**src/rtl/gf2_poly_div_41.sv**
```systemverilog
// Sequential GF(2) polynomial long divider: C (N bits) / D (M bits) -> Q, R, one dividend bit per cycle.
// Optional feature: define GFDIV_ABORT_EN to add the abort input that cancels a running division.
module gf2_poly_div_41 #(
    parameter int M = 41,
    parameter int N = 81
) (
    input  logic         clk,
    input  logic         rst_n,
    input  logic         start,
    input  logic [N-1:0] dividend,
    input  logic [M-1:0] divisor,
`ifdef GFDIV_ABORT_EN
    input  logic         abort,
`endif
    output logic         busy,
    output logic         done,
    output logic         div_by_zero,
    output logic [N-1:0] quotient,
    output logic [M-2:0] remainder
);

    localparam int DW = $clog2(M);
    localparam int CW = $clog2(N + 1);

    typedef enum logic [1:0] {
        S_IDLE,
        S_DIV,
        S_DONE
    } state_t;

    state_t         r_state;
    logic [N-1:0]   r_c_sr;
    logic [M-2:0]   r_d;
    logic [DW-1:0]  r_deg;
    logic [M-2:0]   r_r;
    logic [N-1:0]   r_q;
    logic [CW-1:0]  r_cnt;
    logic           r_busy;
    logic           r_done;
    logic           r_dbz;

    logic [DW-1:0]  w_deg;
    logic [M-1:0]   w_rs;
    logic           w_qb;
    logic [M-2:0]   w_rnext;
    logic           w_abort;

`ifdef GFDIV_ABORT_EN
    assign w_abort = abort;
`else
    assign w_abort = 1'b0;
`endif

    // Priority encoder: the highest set divisor bit wins.
    always_comb begin
        w_deg = '0;
        for (int i = 0; i < M; i++) begin
            if (divisor[i]) begin
                w_deg = DW'(i);
            end
        end
    end

    // The remainder never reaches degree deg, so its top divisor bit is only
    // ever cancelled and the stored remainder needs M-1 bits.
    assign w_rs    = {r_r, r_c_sr[N-1]};
    assign w_qb    = w_rs[r_deg];
    assign w_rnext = w_rs[M-2:0] ^ (w_qb ? r_d : '0);

    always_ff @(posedge clk or negedge rst_n) begin
        if (!rst_n) begin
            r_state <= S_IDLE;
            r_c_sr  <= '0;
            r_d     <= '0;
            r_deg   <= '0;
            r_r     <= '0;
            r_q     <= '0;
            r_cnt   <= '0;
            r_busy  <= 1'b0;
            r_done  <= 1'b0;
            r_dbz   <= 1'b0;
        end else begin
            r_done <= 1'b0;
            case (r_state)
                S_IDLE: begin
                    if (start) begin
                        r_c_sr <= dividend;
                        r_d    <= divisor[M-2:0];
                        r_deg  <= w_deg;
                        r_r    <= '0;
                        r_q    <= '0;
                        if (divisor == '0) begin
                            r_dbz   <= 1'b1;
                            r_state <= S_DONE;
                        end else begin
                            r_dbz   <= 1'b0;
                            r_cnt   <= CW'(N);
                            r_busy  <= 1'b1;
                            r_state <= S_DIV;
                        end
                    end
                end
                S_DIV: begin
                    if (w_abort) begin
                        r_r     <= '0;
                        r_q     <= '0;
                        r_busy  <= 1'b0;
                        r_state <= S_IDLE;
                    end else begin
                        r_r    <= w_rnext;
                        r_q    <= {r_q[N-2:0], w_qb};
                        r_c_sr <= r_c_sr << 1;
                        r_cnt  <= r_cnt - CW'(1);
                        if (r_cnt == CW'(1)) begin
                            r_busy  <= 1'b0;
                            r_state <= S_DONE;
                        end
                    end
                end
                S_DONE: begin
                    r_done  <= 1'b1;
                    r_state <= S_IDLE;
                end
                default: begin
                    r_state <= S_IDLE;
                end
            endcase
        end
    end

    assign busy        = r_busy;
    assign done        = r_done;
    assign div_by_zero = r_dbz;
    assign quotient    = r_q;
    assign remainder   = r_r;

endmodule
```
**config.mk**
```make
export PLATFORM = sky130hd
export DESIGN_NAME = gf2_poly_div_41
export DESIGN_NICKNAME = d
export VERILOG_FILES = /design/src/rtl/gf2_poly_div_41.sv
export SDC_FILE = /design/constraint.sdc
export NUM_CORES = 1
export LEC_CHECK = 0
export CAP_MARGIN = 20
export CORE_UTILIZATION = 47
export DETAILED_ROUTE_END_ITERATION = 16
export PLACE_DENSITY = 0.83
export SLEW_MARGIN = 20
export SYNTH_ARGS = -nofsm -noshare
export SYNTH_HDL_FRONTEND = slang
export SYNTH_SLANG_ARGS = --single-unit
```
**constraint.sdc**
```tcl
create_clock -name clk -period 2.2 [get_ports clk]
set_input_delay 0.33 -clock clk [delete_from_list [all_inputs] [get_ports clk]]
set_output_delay 0.33 -clock clk [all_outputs]
set_load 0.005 [all_outputs]
```
After elaboration in Yosys (flattened, before gate mapping) --
Cells that the tools add are included.
Word-level totals: bits of input ports 125, word-level logic and storage cells 89, output and inout port bits 124, bits in registers 260
Cells by class: equal/unequal tests 6, bitwise gates (word level) 1, add/sub/neg operators 1, $lt $le $gt $ge 1, mux-type cells 62, reduce and logical (&&, ||, !) cells 8
Operators by type and width (count):
- 81-bit one-hot mux with 2 select lines | 2
- 6-bit two-way mux | 29
- 81-bit two-way mux | 2
- 40-bit two-way mux | 2
- 40-bit one-hot mux with 2 select lines | 1
- 41-bit zero test | 1
- 40-bit XOR | 1
- 4-bit two-way mux | 4
- 7-bit two-way mux | 2
- 7-bit one-hot mux with 2 select lines | 1
- 3-bit two-way mux | 4
- 2-bit two-way mux | 5
- 7-bit by 1-bit equality test with 1-bit output (second input constant) | 1
- 6-bit by 7-bit < comparator with 1-bit output (second input constant) | 1
- 1-bit two-way mux | 7
- 7-bit by 1-bit subtractor with 7-bit output (second input constant) | 1
- 1-bit binary-select mux with 6-bit select | 1
- 2-bit inequality test (second input constant) | 3
- 2-bit AND reduction | 3
- 2-bit one-hot mux with 2 select lines | 1
- 4-bit AND reduction | 1
- 3-bit AND reduction | 1
- 2-bit by 1-bit equality test with 1-bit output (second input constant) | 1
- 2-bit equality test (second input constant) | 1
- other kinds (3) | 3

Longest topological paths before layout --
Gate-level depths: netlist (run 1).
word-level depth 40, gate-level depth with buffers 9, gate-level depth less buffers 6

Worst setup path after synthesis (run 1) --
OpenSTA, ideal clock, no wires.
path kind register -> register, from register r_deg[1], to register r_r[30], in the netlist remainder[30], path slack 2 ps, data arrival time 2073 ps, cell stages (with the launch flop) 9, period minus slack after synthesis 2198 ps, cell sequence dfrtp_1 > buf_4 > mux2_1 > o311a_1 > and3_1 > nor4_4 > clkbuf_1 > nand2b_1 > nand3_1
On the way: word-level cells in the longest chain between the ends 5
Ends and longest elaborated chain:
- from (decl) | line 34 | logic [DW-1:0] r_deg;
- from (signal assigned) | line 89 | r_deg <= w_deg;
- 1-bit binary-select mux with 6-bit select | line 67 | assign w_qb = w_rs[r_deg];
- 1-bit two-way mux (implied by the code) | line 67
- 40-bit two-way mux | line 68 | assign w_rnext = w_rs[M-2:0] ^ (w_qb ? r_d : '0);
- 40-bit XOR | line 68
- 40-bit one-hot mux with 2 select lines | line 84 | case (r_state)
- to (signal assigned) | line 110 | r_r <= w_rnext;
- to (decl) | line 35 | logic [M-2:0] r_r;
Every way passes these cells. The select of a mux whose other input is x is not followed. A chain may end at the register's enable or synchronous reset.

Worst setup path in the final report (run 1) --
from register r_deg[1], to register r_r[36], in the netlist remainder[36]
Same word-level chain as after synthesis.

==> results of run 1 <==
-- synth_stat cells, types with 4 or more instances --
library cell / n / area [um2]
nand2_1: 485 / 1820
nor4_1: 15 / 93.8
nand4_1: 41 / 257
nand3b_1: 41 / 308
dfrtp_1: 260 / 6510
buf_2: 6 / 30.0
inv_1: 14 / 52.6
o21ai_0: 104 / 521
clkbuf_1: 96 / 360
nand3_1: 82 / 410
nor2b_1: 6 / 37.5
buf_1: 12 / 45.0
mux2i_1: 12 / 120
nor3_1: 10 / 50.1
nor2_1: 99 / 372
nor3b_1: 41 / 308
nand2b_1: 43 / 269
mux4_2: 4 / 90.1
a21oi_1: 53 / 265
a31oi_1: 84 / 526
-- layout by cell type, fill, tap and decap left out, types with 2 or more instances in the layout --
| master | Yosys | final |
|---|---|---|
| clkbuf_16 | 0 | 30 |
| and3_1 | 3 | 3 |
| xnor2_1 | 3 | 3 |
| or4_1 | 2 | 2 |
| clkinv_2 | 0 | 5 |
| nand2_1 | 485 | 484 |
| nor2b_1 | 6 | 5 |
| nor3b_1 | 41 | 41 |
| o21ai_0 | 104 | 104 |
| a22oi_1 | 3 | 3 |
| buf_12 | 0 | 18 |
| nand4_1 | 41 | 41 |
| buf_4 | 1 | 89 |
| nand3_1 | 82 | 82 |
| clkinvlp_4 | 0 | 2 |
| bufinv_16 | 0 | 3 |
| mux2i_1 | 12 | 11 |
| buf_6 | 0 | 3 |
| inv_1 | 14 | 14 |
| ha_1 | 2 | 2 |
| o2111a_1 | 2 | 2 |
| nand3b_1 | 41 | 41 |
| a31oi_1 | 84 | 84 |
| diode_2 | 0 | 2 |
| nor3_1 | 10 | 10 |
| clkbuf_1 | 96 | 7 |
| o41ai_1 | 2 | 2 |
| nor2_1 | 99 | 99 |
| o21a_1 | 2 | 2 |
| mux4_2 | 4 | 4 |
| clkbuf_8 | 0 | 5 |
| nand2b_1 | 43 | 42 |
| dfrtp_1 | 260 | 260 |
| a21oi_1 | 53 | 53 |
| clkdlybuf4s50_1 | 0 | 247 |
| o31ai_1 | 3 | 3 |
| or3_1 | 3 | 3 |
| and2_1 | 3 | 2 |
| nor4_1 | 15 | 15 |
-- power breakdown --
part	switching (mW)	total (mW)	internal, mW
registers	1.76	8.74	6.98
logic	6.56	12.2	5.66
clock network	1.94	4.87	2.94
total	10.3	25.8	15.6
-- worst max-delay path by stage --
| stage | start | end | slack (ps) |
|---|---|---|---|
| detailed placement | divisor[25] | r_cnt[5] | -330 |
| global placement | divisor[25] | r_cnt[6] | -360 |
| finish | r_deg[1] | remainder[36] | -90 |
| global route | r_deg[1] | remainder[32] | -190 |
| floorplan | r_deg[1] | remainder[30] | 2 |
| CTS | r_deg[1] | remainder[0] | -40 |
-- state kept, by name (all words and copies together) (netlist names) --
signal / cells
busy: 1
r_d: 40
r_state: 2
remainder: 40
r_deg: 6
r_cnt: 7
r_c_sr: 81
done: 1
div_by_zero: 1
quotient: 81
-- layer usage --
metal  global-route usage (%)  up-vias  routed length, um
li1                         -     5866                  -
met2                     42.6      600              17800
met4                     12.5        0               1880
met1                     33.9     6046              14800
met3                     4.09      141               2770
met5                        0        -                  0
-- kinds of logic (layout without fill, tap and decap cells) --
kind of cell / count (synthesis) / count (layout) / synth area share, %
flip-flops: 260 / 260 / 50.7
other: 0 / 2 / 0
AO/OA/AOI/OAI: 266 / 266 / 12.0
buffers and inverters: 129 / 427 / 3.86
adder cells (fa/ha/maj): 2 / 2 / 0.195
AND/OR/NAND/NOR: 877 / 877 / 31.4
XOR/XNOR: 3 / 3 / 0.205
multiplexers: 17 / 17 / 1.72
-- stage by stage --
| step | setup slack, ps | util (%) | total power [mW] | hold WS [ps] | std cells |
|---|---|---|---|---|---|
| 2_1_floorplan | 1.57 | - | 15.3 | 34.4 | 1554 |
| 3_3_place_gp | -357 | 60.9 | 19.8 | 224 | 2136 |
| 3_5_place_dp | -335 | 60.9 | 20.4 | 228 | 2136 |
| 4_1_cts | -44.3 | 64.7 | 25.6 | 240 | 2191 |
| 5_1_grt | -193 | 64.9 | 27.5 | 273 | 2195 |
| 6_report | -88.0 | 64.9 | 25.8 | 270 | 2195 |
-- repair_timing --
action	in CTS	in global routing
pin swaps	2	5
buffers inserted	1	1
setup endpoints to repair	41	41
gates cloned	1	1
endpoints found under the hold margin	32	0
gates resized for setup	5	5
hold buffers	1	0
-- area by class of cell --
type,instances,share of cell area (%)
inverters,14,0.301
well taps,341,2.45
clock buffers,41,4.71
diodes,2,0.0287
multi-input cells,1165,33.7
repair buffers,361,20.7
clock inverters,11,0.796
flip-flops and latches,260,37.3
==> flow_summary.ini, run 1 <==
[sta]
hold_viol = 0
fin_crit_sh_pct = 104
fmax_mhz = 437
tightestPinTransition_ps = 575
min_period_ps = 2290
grt_setup_unrepaired = true
finalClockSkew_ps = 7.82
setup_violations = 41
slew_headroom_pct = 61.3
layout_setup_ws_ps = -88.0
slew_violations = 0
fin_setup_tns_ps = -1230

[clock_network]
cts_sinks = 260
numCtsBuffers = 29
h-tree-depth = 1
clk_pin_slew_ps = 60
cts_tree = done
cts.path.max_buffers = 3
cts-root-buf = clkbuf_16
insertion_delay_ps = 540

[power_and_ir_drop]
ir_drop_uv = 1060
powerDensity_mw_per_mm2 = 1480
leakage_nw = 7.61

[critical_path]
r2r-end = remainder[36]
ff2ff_path_depth = 8
path_buf_inv = 3
critPathMaxStageDelay_ps = 510
cp.depth = 8
crit_path_max_fanout = 16
regToRegSetupSlack_ps = -90
critical_path_class = reg -> reg
reg2reg_from = r_deg[1]
required_ps = 2620
slowest_stage = mux4_2
cp.arrival_ps = 2700
path_cells = buf_6, mux4_2, o2111a_1, nor4_4, buf_4, clkbuf_16, nand2b_1, nand3_1
cp-end-kind = flop
critPathLaunchType = flop
cp_top_family = buffers and inverters

[status]
status = complete, but fails checks
violations = setup timing

[die]
die_y_um = 167
fp.coreArea_mm2 = 0.0269
io_pins = 249
initial_core_util_pct = 47.8
dieArea_mm2 = 0.0280
rows = 60
die_x_um = 167

[logic_synthesis]
ys_warn_count = 0
async_flop_share_pct = 100
ys_seq_elements = 260
syn_inst = 1554
postSynthAreaPerCell_um2 = 8.27
syn_nets = 1681
synthesis.area_mm2 = 0.0128
synth_cell_types = 47
yosysSeqAreaShare_pct = 50.7
synth_edf_count = 0
synthFlopType = dfrtp_1

[placed_design]
gp_congestion = 0.876
place_area_mm2 = 0.0164
dp_hpwl_um = 24200
port_buffers = 248

[routing]
viasPerCell = 5.76
dr_total_vias = 12700
drt_iter0_drc = 1158
drt-total-wl_um = 37200
wl_per_cell_um = 16.9
postRouteAntennaNets = 0
drc = 0
firstDrtPassIters = 8

[global_route]
overflow = 0
track_usage_pct = 26.1
grt_pass1_vias = 12100
grt_start_max_net_pins = 131
grt_pass1_wl_um = 60300
antenna_found_initial = 2

[cells_and_area]
fill_cells = 2144
multi_input_area_mm2 = 0.00588
seq_area_mm2 = 0.00651
drive_gt1_share_pct = 9.29
design_area_mm2 = 0.0174
finalNetCount = 1958
area_growth_pct = 35.8

[hold_path]
min_path_type = in -> async

[run]
cap_viol_max_count = 0
Power figures use the tool's default switching activity.
==> run 2: changes to the inputs <==
--- a/config.mk
+++ b/config.mk
@@ -9,7 +9,6 @@
 export CORE_UTILIZATION = 47
 export DETAILED_ROUTE_END_ITERATION = 16
 export PLACE_DENSITY = 0.83
-export SLEW_MARGIN = 20
 export SYNTH_ARGS = -nofsm -noshare
 export SYNTH_HDL_FRONTEND = slang
 export SYNTH_SLANG_ARGS = --single-unit
==> results of run 2 <==
Same layout as run 1: the final DEF is identical, and so are final timing and power.
==> run 3: changes to the inputs <==
--- a/config.mk
+++ b/config.mk
@@ -5,7 +5,7 @@
 export SDC_FILE = /design/constraint.sdc
 export NUM_CORES = 1
 export LEC_CHECK = 0
-export CAP_MARGIN = 20
+export CAP_MARGIN = 5
 export CORE_UTILIZATION = 47
 export DETAILED_ROUTE_END_ITERATION = 16
 export PLACE_DENSITY = 0.83
==> results of run 3 <==
Same layout as run 1: the final DEF is identical, and so are final timing and power.
